[config.mk]
export PLATFORM = sky130hd
export DESIGN_NAME = receive_uart
export DESIGN_NICKNAME = d
export VERILOG_FILES = /design/src/rtl/receive_uart_pkg.sv /design/src/rtl/receive_uart_sync_2ff.sv /design/src/rtl/receive_uart.sv
export SDC_FILE = /design/constraint.sdc
export NUM_CORES = 1
export LEC_CHECK = 0
export ABC_CLOCK_PERIOD_IN_PS = 2800
export CELL_PAD_IN_SITES_DETAIL_PLACEMENT = 2
export CELL_PAD_IN_SITES_GLOBAL_PLACEMENT = 2
export CORE_MARGIN = 1.5
export CORE_UTILIZATION = 37
export DETAILED_ROUTE_END_ITERATION = 8
export PLACE_DENSITY_LB_ADDON = 0.1
export SETUP_SLACK_MARGIN = 0.1
export SYNTH_ARGS = -nofsm -noshare
export SYNTH_HDL_FRONTEND = slang
export SYNTH_SLANG_ARGS = --single-unit
[constraint.sdc]
create_clock -name clock -period 2.8 [get_ports clock]
set_clock_uncertainty 0.05 [all_clocks]
set_input_delay 0.56 -clock clock [delete_from_list [all_inputs] [get_ports clock]]
set_output_delay 0.56 -clock clock [all_outputs]
set_load 0.05 [all_outputs]
[src/rtl/receive_uart_pkg.sv]
// Shared UART frame definitions: receiver FSM encoding and 8N1 frame constants.
package receive_uart_pkg;

    typedef enum logic [2:0] {
        ST_IDLE,
        ST_START,
        ST_DATA,
        ST_STOP,
        ST_WAIT_HIGH
    } rx_state_e;

    localparam int   DATA_BITS   = 8;
    localparam logic START_LEVEL = 1'b0;
    localparam logic STOP_LEVEL  = 1'b1;

    // Width of a down-counter able to hold cpb-1.
    function automatic int cnt_width(input int cpb);
        return (cpb <= 2) ? 1 : $clog2(cpb);
    endfunction

endpackage

[src/rtl/receive_uart_sync_2ff.sv]
// Two-flop synchronizer for an asynchronous level; resets to the idle-high value.
module sync_2ff (
    input  logic clock,
    input  logic reset,
    input  logic d,
    output logic q
);

    logic meta_q;
    logic sync_q;

    // Two back-to-back flops; the first may go metastable, the second filters it.
    always_ff @(posedge clock or posedge reset) begin
        if (reset) begin
            meta_q <= 1'b1;
            sync_q <= 1'b1;
        end else begin
            meta_q <= d;
            sync_q <= meta_q;
        end
    end

    assign q = sync_q;

endmodule

[src/rtl/receive_uart.sv]
// 8N1 UART receiver: mid-bit sampling, level-valid handshake, error/overrun pulses.
module receive_uart
    import receive_uart_pkg::*;
#(
    parameter int CLOCKS_PER_BIT = 10
) (
    input  logic       clock,
    input  logic       reset,
    input  logic       rx,
    output logic [7:0] rxdata,
    output logic       rxvalid,
    input  logic       rxack,
    output logic       rxerror,
    output logic       rxoverrun
);

    localparam int CW = cnt_width(CLOCKS_PER_BIT);
    localparam int IW = $clog2(DATA_BITS);

    // Half a bit puts the start-bit check at its centre; whole bits from there on.
    localparam logic [CW-1:0] HALF_BIT = CW'(CLOCKS_PER_BIT / 2 - 1);
    localparam logic [CW-1:0] FULL_BIT = CW'(CLOCKS_PER_BIT - 1);
    localparam logic [IW-1:0] LAST_IDX = IW'(DATA_BITS - 1);

    logic                 rx_s;
    rx_state_e            state_q;
    logic [CW-1:0]        cnt_q;
    logic [IW-1:0]        idx_q;
    logic [DATA_BITS-1:0] shreg_q;
    logic [7:0]           rxdata_q;
    logic                 rxvalid_q;
    logic                 rxerror_q;
    logic                 rxoverrun_q;
    logic                 cnt_zero;

    sync_2ff u_sync (
        .clock (clock),
        .reset (reset),
        .d     (rx),
        .q     (rx_s)
    );

    assign cnt_zero = (cnt_q == '0);

    // Receive FSM with registered outputs; every non-idle state counts down and acts at zero.
    always_ff @(posedge clock or posedge reset) begin
        if (reset) begin
            state_q     <= ST_IDLE;
            cnt_q       <= '0;
            idx_q       <= '0;
            shreg_q     <= '0;
            rxdata_q    <= 8'h00;
            rxvalid_q   <= 1'b0;
            rxerror_q   <= 1'b0;
            rxoverrun_q <= 1'b0;
        end else begin
            rxerror_q   <= 1'b0;
            rxoverrun_q <= 1'b0;
            if (rxack && rxvalid_q)
                rxvalid_q <= 1'b0;
            if (state_q != ST_IDLE && !cnt_zero)
                cnt_q <= cnt_q - 1'b1;

            case (state_q)
                ST_IDLE: begin
                    if (rx_s == START_LEVEL) begin
                        state_q <= ST_START;
                        cnt_q   <= HALF_BIT;
                    end
                end
                ST_START: begin
                    if (cnt_zero) begin
                        if (rx_s == START_LEVEL) begin
                            state_q <= ST_DATA;
                            idx_q   <= '0;
                            cnt_q   <= FULL_BIT;
                        end else begin
                            // Low pulse shorter than half a bit: treat as noise.
                            state_q <= ST_IDLE;
                        end
                    end
                end
                ST_DATA: begin
                    if (cnt_zero) begin
                        shreg_q[idx_q] <= rx_s;
                        cnt_q          <= FULL_BIT;
                        if (idx_q == LAST_IDX)
                            state_q <= ST_STOP;
                        else
                            idx_q <= idx_q + 1'b1;
                    end
                end
                ST_STOP: begin
                    if (cnt_zero) begin
                        if (rx_s == STOP_LEVEL) begin
                            // An ack in this same cycle frees the slot, so no overrun.
                            rxdata_q    <= shreg_q;
                            rxvalid_q   <= 1'b1;
                            rxoverrun_q <= rxvalid_q && !rxack;
                            state_q     <= ST_IDLE;
                        end else begin
                            rxerror_q <= 1'b1;
                            state_q   <= ST_WAIT_HIGH;
                        end
                    end
                end
                ST_WAIT_HIGH: begin
                    // Hold off until the line recovers so a break reports only once.
                    if (rx_s == STOP_LEVEL)
                        state_q <= ST_IDLE;
                end
                default: state_q <= ST_IDLE;
            endcase
        end
    end

    assign rxdata    = rxdata_q;
    assign rxvalid   = rxvalid_q;
    assign rxerror   = rxerror_q;
    assign rxoverrun = rxoverrun_q;

endmodule
==> results.ini, run 1 <==
[routing]
ant_nets=0
drc_errors=0
avgViaCountPerCell=5.30
drtIter0Drc=28
post_drt_wl_per_cell_um=16.8
firstDrtPassIters=4
drt_wl_total_mm=3.20
dr_total_vias=1013

[synthesis]
syn_avg_cell_area_sq_um=11.5
ys_seq_elements=31
synth_fp_nets=133
yosys-top-cells-count=dfrtp_1, mux2_2, nand2_1, nor2_1, o21ai_0
postSynthCellCount=126
ys.flop_type=dfrtp_1
synthArstFlopShare_pct=100
synth_area_leaders=dfrtp_1, mux2_2, dfstp_2
ys_seq_area_share_pct=53.6
yosysMostFrequentCell=dfrtp_1
synth-edff-count=0
yosysWarnings=0
synth_top_area_cell=dfrtp_1
synth_area_sq_um=1450
synth.distinct_cells=36
yosysTopAreaCellShare_pct=50.0

[sta]
tightest_slew_ps=602
hold_viol_final=0
rsz0062_at_grt=false
timing.fmax_mhz=440
max_slew_margin_pct=59.5
final.period_utilization_pct=81.2
period_minus_slack_ps=2270
setup_tns_ps=0
slew_violations=0
setup_violations=0
fin_ws_ps=526
holdWs_ps=307

[worst_setup_path]
path_delay_family=simple AND/OR/NAND/NOR gates
cp_slowest_cell=nand4_1
worstRegToRegCells=6
reg2reg_from=cnt_q[0]$_DFF_PP0_
cp.arrival_ps=2390
r2r_end=rxdata[7]$_DFFE_PP0P_
worstPathCellList=inv_1 > ha_1 > nor3b_1 > buf_4 > nand4_1 > mux2_2
path_buf_inv=2
required_ps=2920
reg2reg_slack_ps=530
critPathMaxFanout=12
max_stage_delay_ps=480
end_kind=flop
worstSetupStartpointType=flop
worstSetupPathType=flop to flop

[power_and_ir_drop]
leakagePower_nw=0.786
power_mw=1.53
p_per_area_nw_per_um2=884
vdd_ir_drop_max_uv=342

[global_route]
grt_use_total_pct=17.5
grt_pass1_vias=1063
antenna_found_initial=0
grt_start_max_net_pins=32
overflow=0
grt_pass1_wl_mm=5.44

[cts]
tritoncts=done
cts_max_path_buffers=2
cts_buffers=5
clk_pin_slew_ps=60
post_cts_buffers=0
cts_hold_buf=0
cts-htree-levels=2
insertion_delay_ps=280
cts.repair.resized=0
clkSinkCount=31
cts_root_buf=clkbuf_8

[place]
place_hpwl_mm=2.13
gp_congestion=0.713
port_buffers=14
dp_slack_ps=495

[final_layout]
antenna_cells=0
syn_to_final_growth_pct=19.7
final_util_pct=46.7
nNetsFinal=149
drive_above_1_share_pct=24.5

[floorplanning]
die_area_sq_um=4310
die_width_um=65.6
start_util_pct=39.1
pin_count=15
std_cell_rows=22
die_h_um=65.6
coreArea_sq_um=3720

[worst_hold_path]
hp-class=flop to flop
worst_hold_path.endpoint=u_sync.q$_DFF_PP1_
min_path_cells=0
hp-start=u_sync.meta_q$_DFF_PP1_

[outcome]
status=finished, final reports clean

[job]
maxCapViolations=0

[kinds of logic (layout without fill, tap and decap cells)]
logic type | after synthesis | after routing | share of synthesized area (%)
AOI/OAI and AO/OA | 16 | 16 | 6.90
adders and majority gates | 3 | 3 | 2.59
buffers and inverters | 10 | 27 | 4.05
DFF | 31 | 31 | 53.6
muxes | 18 | 18 | 13.8
and+or+nand+nor | 48 | 48 | 19.1
[worst max-delay path by stage]
stage | start | to | slack [ps] | cells past startpoint
2_1_floorplan | cnt_q[0]$_DFF_PP0_ | shreg_q[4]$_DFFE_PP0P_ | 720 | 6
3_3_place_gp | cnt_q[0]$_DFF_PP0_ | shreg_q[4]$_DFFE_PP0P_ | 650 | 6
3_5_place_dp | cnt_q[0]$_DFF_PP0_ | rxdata[7]$_DFFE_PP0P_ | 490 | 6
4_1_cts | cnt_q[0]$_DFF_PP0_ | rxdata[7]$_DFFE_PP0P_ | 440 | 6
5_1_grt | cnt_q[0]$_DFF_PP0_ | rxdata[5]$_DFFE_PP0P_ | 330 | 6
6_report | cnt_q[0]$_DFF_PP0_ | rxdata[7]$_DFFE_PP0P_ | 530 | 6
[placed cells by master (no fill, tap or decap), types with 3 or more instances in the layout]
| cell | n |
|---|---|
| nand2_1 | 11 |
| nor3b_1 | 3 |
| clkdlybuf4s50_1 | 14 |
| o21ai_0 | 6 |
| clkbuf_8 | 6 |
| dfrtp_1 | 29 |
| ha_1 | 3 |
| nor3_1 | 5 |
| a21oi_1 | 3 |
| nor2_1 | 11 |
| mux2_2 | 16 |
| inv_1 | 3 |
[per-stage QoR]
stage	cells	area, sq um
after floorplan	126	1450
after global placement	183	1620
after detailed placement	183	1620
after CTS	191	1740
after global routing	191	1740
final	191	1740
[flip-flops by register name, indices dropped and copies added, names as in the netlist]
register       flops
cnt_q              4
idx_q              3
rxdata             8
rxerror            1
rxoverrun          1
rxvalid            1
shreg_q            8
state_q            3
u_sync.meta_q      1
u_sync.q           1
[final cells by class]
cell class              count  area (sq um)
multi-input cells          85           614
clock inverters             2          35.0
inverters                   3          11.3
fillers                   394          1980
flip-flops and latches     31           778
clock buffers               6          82.6
well taps                  48          60.1
repair buffers             16           155
[layer usage]
| metal | GRT usage (%) | share of wire, % | vias to the layer above |
|---|---|---|---|
| met5 | 0 | 0 | - |
| met4 | 5.47 | 1.3 | 0 |
| met3 | 7.02 | 3.5 | 4 |
| met2 | 27.1 | 51 | 16 |
| met1 | 22.4 | 45 | 520 |
| li1 | - | - | 473 |
[power by group]
part	internal, mW	switching [mW]
clock	0.288	0.165
combinational	0.196	0.238
sequential	0.532	0.115
total	1.02	0.518
No activity file was read; power rests on OpenSTA's default activity.
==> inputs of run 2 (changes only) <==
Settings changed: ABC_CLOCK_PERIOD_IN_PS 2800 to 2300.
Clock period 2.8 ns to 2.3 ns, I/O delays scaled along.
==> run 2 against run 1 <==
Highest routed layer unchanged. Via count grew 1.2%. Hold slack is essentially flat. Sequential power grew 17%. Core utilization grew 0.74 points. Critical path depth is the same. Combinational power grew 50%.
==> results.ini, run 2 (synthesized netlist as in run 1, its figures left out) <==
[floorplanning]
die_width_um=65.6  ; unchanged
die_area_sq_um=4310  ; unchanged
coreArea_sq_um=3720  ; unchanged
pin_count=15  ; unchanged
start_util_pct=39.1  ; unchanged
die_h_um=65.6  ; unchanged
std_cell_rows=22  ; unchanged

[global_route]
grt_use_total_pct=18.6  ; +1.0 points
antenna_found_initial=0  ; unchanged
overflow=0  ; unchanged
grt_start_max_net_pins=32  ; unchanged
grt_pass1_vias=1148  ; +8.0%
grt_pass1_wl_mm=5.85  ; +7.5%

[final_layout]
final_util_pct=47.5  ; +0.74 points
seqCellArea_sq_um=778  ; unchanged
drive_above_1_share_pct=29.1  ; +4.6 points
antenna_cells=0  ; unchanged
multi_input_area_sq_um=627  ; +2.0%
syn_to_final_growth_pct=21.6
final_common_cell=dfrtp_1
fill_cells=392  ; -0.51%
most-common-layout-cells=dfrtp_1, mux2_2, clkdlybuf4s50_1, nor2_1, nand2_1
nNetsFinal=155  ; +4.0%

[place]
dp_slack_ps=72.1  ; -423 ps
place_hpwl_mm=2.20  ; +3.2%
port_buffers=14  ; unchanged
gp_congestion=0.728  ; +2.2%

[sta]
hold_viol_final=0  ; unchanged
period_minus_slack_ps=2130  ; -147 ps
max_slew_margin_pct=64.7  ; +5.2 points
fin_ws_ps=173  ; -353 ps
rsz0062_at_grt=false
timing.fmax_mhz=470  ; +6.9%
final.period_utilization_pct=92.5  ; +11 points
tightest_slew_ps=524  ; -77.5 ps
setup_violations=0  ; unchanged
slew_violations=0  ; unchanged
setup_tns_ps=0  ; unchanged

[worst_setup_path]
critPathMaxFanout=4  ; -8
cp.arrival_ps=2250  ; -140 ps
worstPathCellList=inv_2 > ha_4 > or3b_4 > or3_4 > nor3b_2 > mux2_2
worstSetupStartpointType=flop
required_ps=2420  ; -500 ps
path_buf_inv=1  ; -1
worstSetupPathType=flop to flop
path_delay_family=simple AND/OR/NAND/NOR gates
end_kind=flop
max_stage_delay_ps=410  ; -70 ps
cp_slowest_cell=dfrtp_1

[routing]
drc_errors=0  ; unchanged
firstDrtPassIters=4  ; unchanged
post_drt_wl_per_cell_um=17.0  ; +1.7%
drt_wl_total_mm=3.34  ; +4.3%
dr_total_vias=1025  ; +1.2%
drtIter0Drc=33  ; +18%
ant_nets=0  ; unchanged
avgViaCountPerCell=5.23  ; -1.4%

[power_and_ir_drop]
p_per_area_nw_per_um2=1040  ; +18%
pwr-share-clk_pct=23.7  ; -5.8 points
p_int_mw=1.18  ; +16%
vdd_ir_drop_max_uv=376  ; +9.8%
p_comb_share_pct=35.2  ; +6.9 points
sw_frac_of_total_pct=36.0  ; +2.2 points
netSwitchingPower_uw=663  ; +28%
p_seq_share_pct=41.1  ; -1.1 points
leakagePower_nw=0.799  ; +1.6%

[cts]
cts_max_path_buffers=2  ; unchanged
tritoncts=done
cts_buffers=5  ; unchanged
cts_hold_buf=0  ; unchanged
clk_pin_slew_ps=70  ; about the same
clkSinkCount=31  ; unchanged
cts-htree-levels=2  ; unchanged
cts_root_buf=clkbuf_8
insertion_delay_ps=290  ; about the same

[outcome]
status=finished, final reports clean

[worst_hold_path]
hp-class=flop to flop

[job]
maxCapViolations=0  ; unchanged

run 2: changes by cell type in the layout (fill, tap and decap cells not counted), sizes merged:
cell / before / now
bufinv: 1 / 0
buf: 2 / 8
run 2: layout make-up:
cell class	instances	share of cell area [%]
repair buffers	22	11.3
inverters	3	0.638
clock inverters	1	0.284
well taps	48	3.40
flip-flops and latches	31	44.1
multi-input cells	85	35.5
clock buffers	6	4.68
run 2: worst paths after layout:
path | startpoint | endpoint | slack [ps] | depth (start not counted)
max reg2reg | cnt_q[1]$_DFF_PP0_ | shreg_q[2]$_DFFE_PP0P_ | 170 | 6
max in group asynchronous | reset | u_sync.meta_q$_DFF_PP1_ | 1340 | 3
max | cnt_q[1]$_DFF_PP0_ | shreg_q[2]$_DFFE_PP0P_ | 170 | 6
min reg2reg | u_sync.meta_q$_DFF_PP1_ | u_sync.q$_DFF_PP1_ | 310 | 0
min | u_sync.meta_q$_DFF_PP1_ | u_sync.q$_DFF_PP1_ | 310 | 0
min in group asynchronous | reset | rxdata[3]$_DFFE_PP0P_ | 510 | 3
run 2: worst register-to-register path: stages (launching register included):
cell     delay [ps]
dfrtp_1         410
inv_2            90
ha_4            150
or3b_4          400
or3_4           370
nor3b_2         200
mux2_2          350
run 2: power groups by stage:
stage / clock network, mW / registers (mW) / logic [mW]
global route: 0.470 / 0.775 / 0.722
floorplan: 0 / 0.761 / 0.421
finish: 0.436 / 0.757 / 0.649
CTS: 0.456 / 0.757 / 0.626
global placement: 0 / 0.750 / 0.556
detailed placement: 0 / 0.760 / 0.592
run 2: stage by stage:
| stage | hold WS (ps) | std cells | cell area [sq um] | total power, mW |
|---|---|---|---|---|
| global placement | 298 | 187 | 1650 | 1.31 |
| detailed placement | 298 | 187 | 1650 | 1.35 |
| global route | 310 | 196 | 1760 | 1.97 |
| floorplan | 295 | 126 | 1450 | 1.18 |
| finish | 307 | 196 | 1760 | 1.84 |
| CTS | 309 | 194 | 1750 | 1.84 |
run 2: routing by layer:
layer | up-vias | part of all wire (%) | track usage, %
met5 | - | 0 | 0
met4 | 0 | 1.5 | 6.25
met3 | 5 | 3.3 | 6.16
met2 | 16 | 49 | 30.4
met1 | 519 | 46 | 22.9
li1 | 485 | - | -
run 2: timing repair:
item	4_1_cts	5_1_grt
gates cloned	0	0
buffers inserted	0	2
pin swaps	2	2
hold endpoints to repair	0	0
gates resized for setup	4	0
endpoints found under the setup margin	4	4
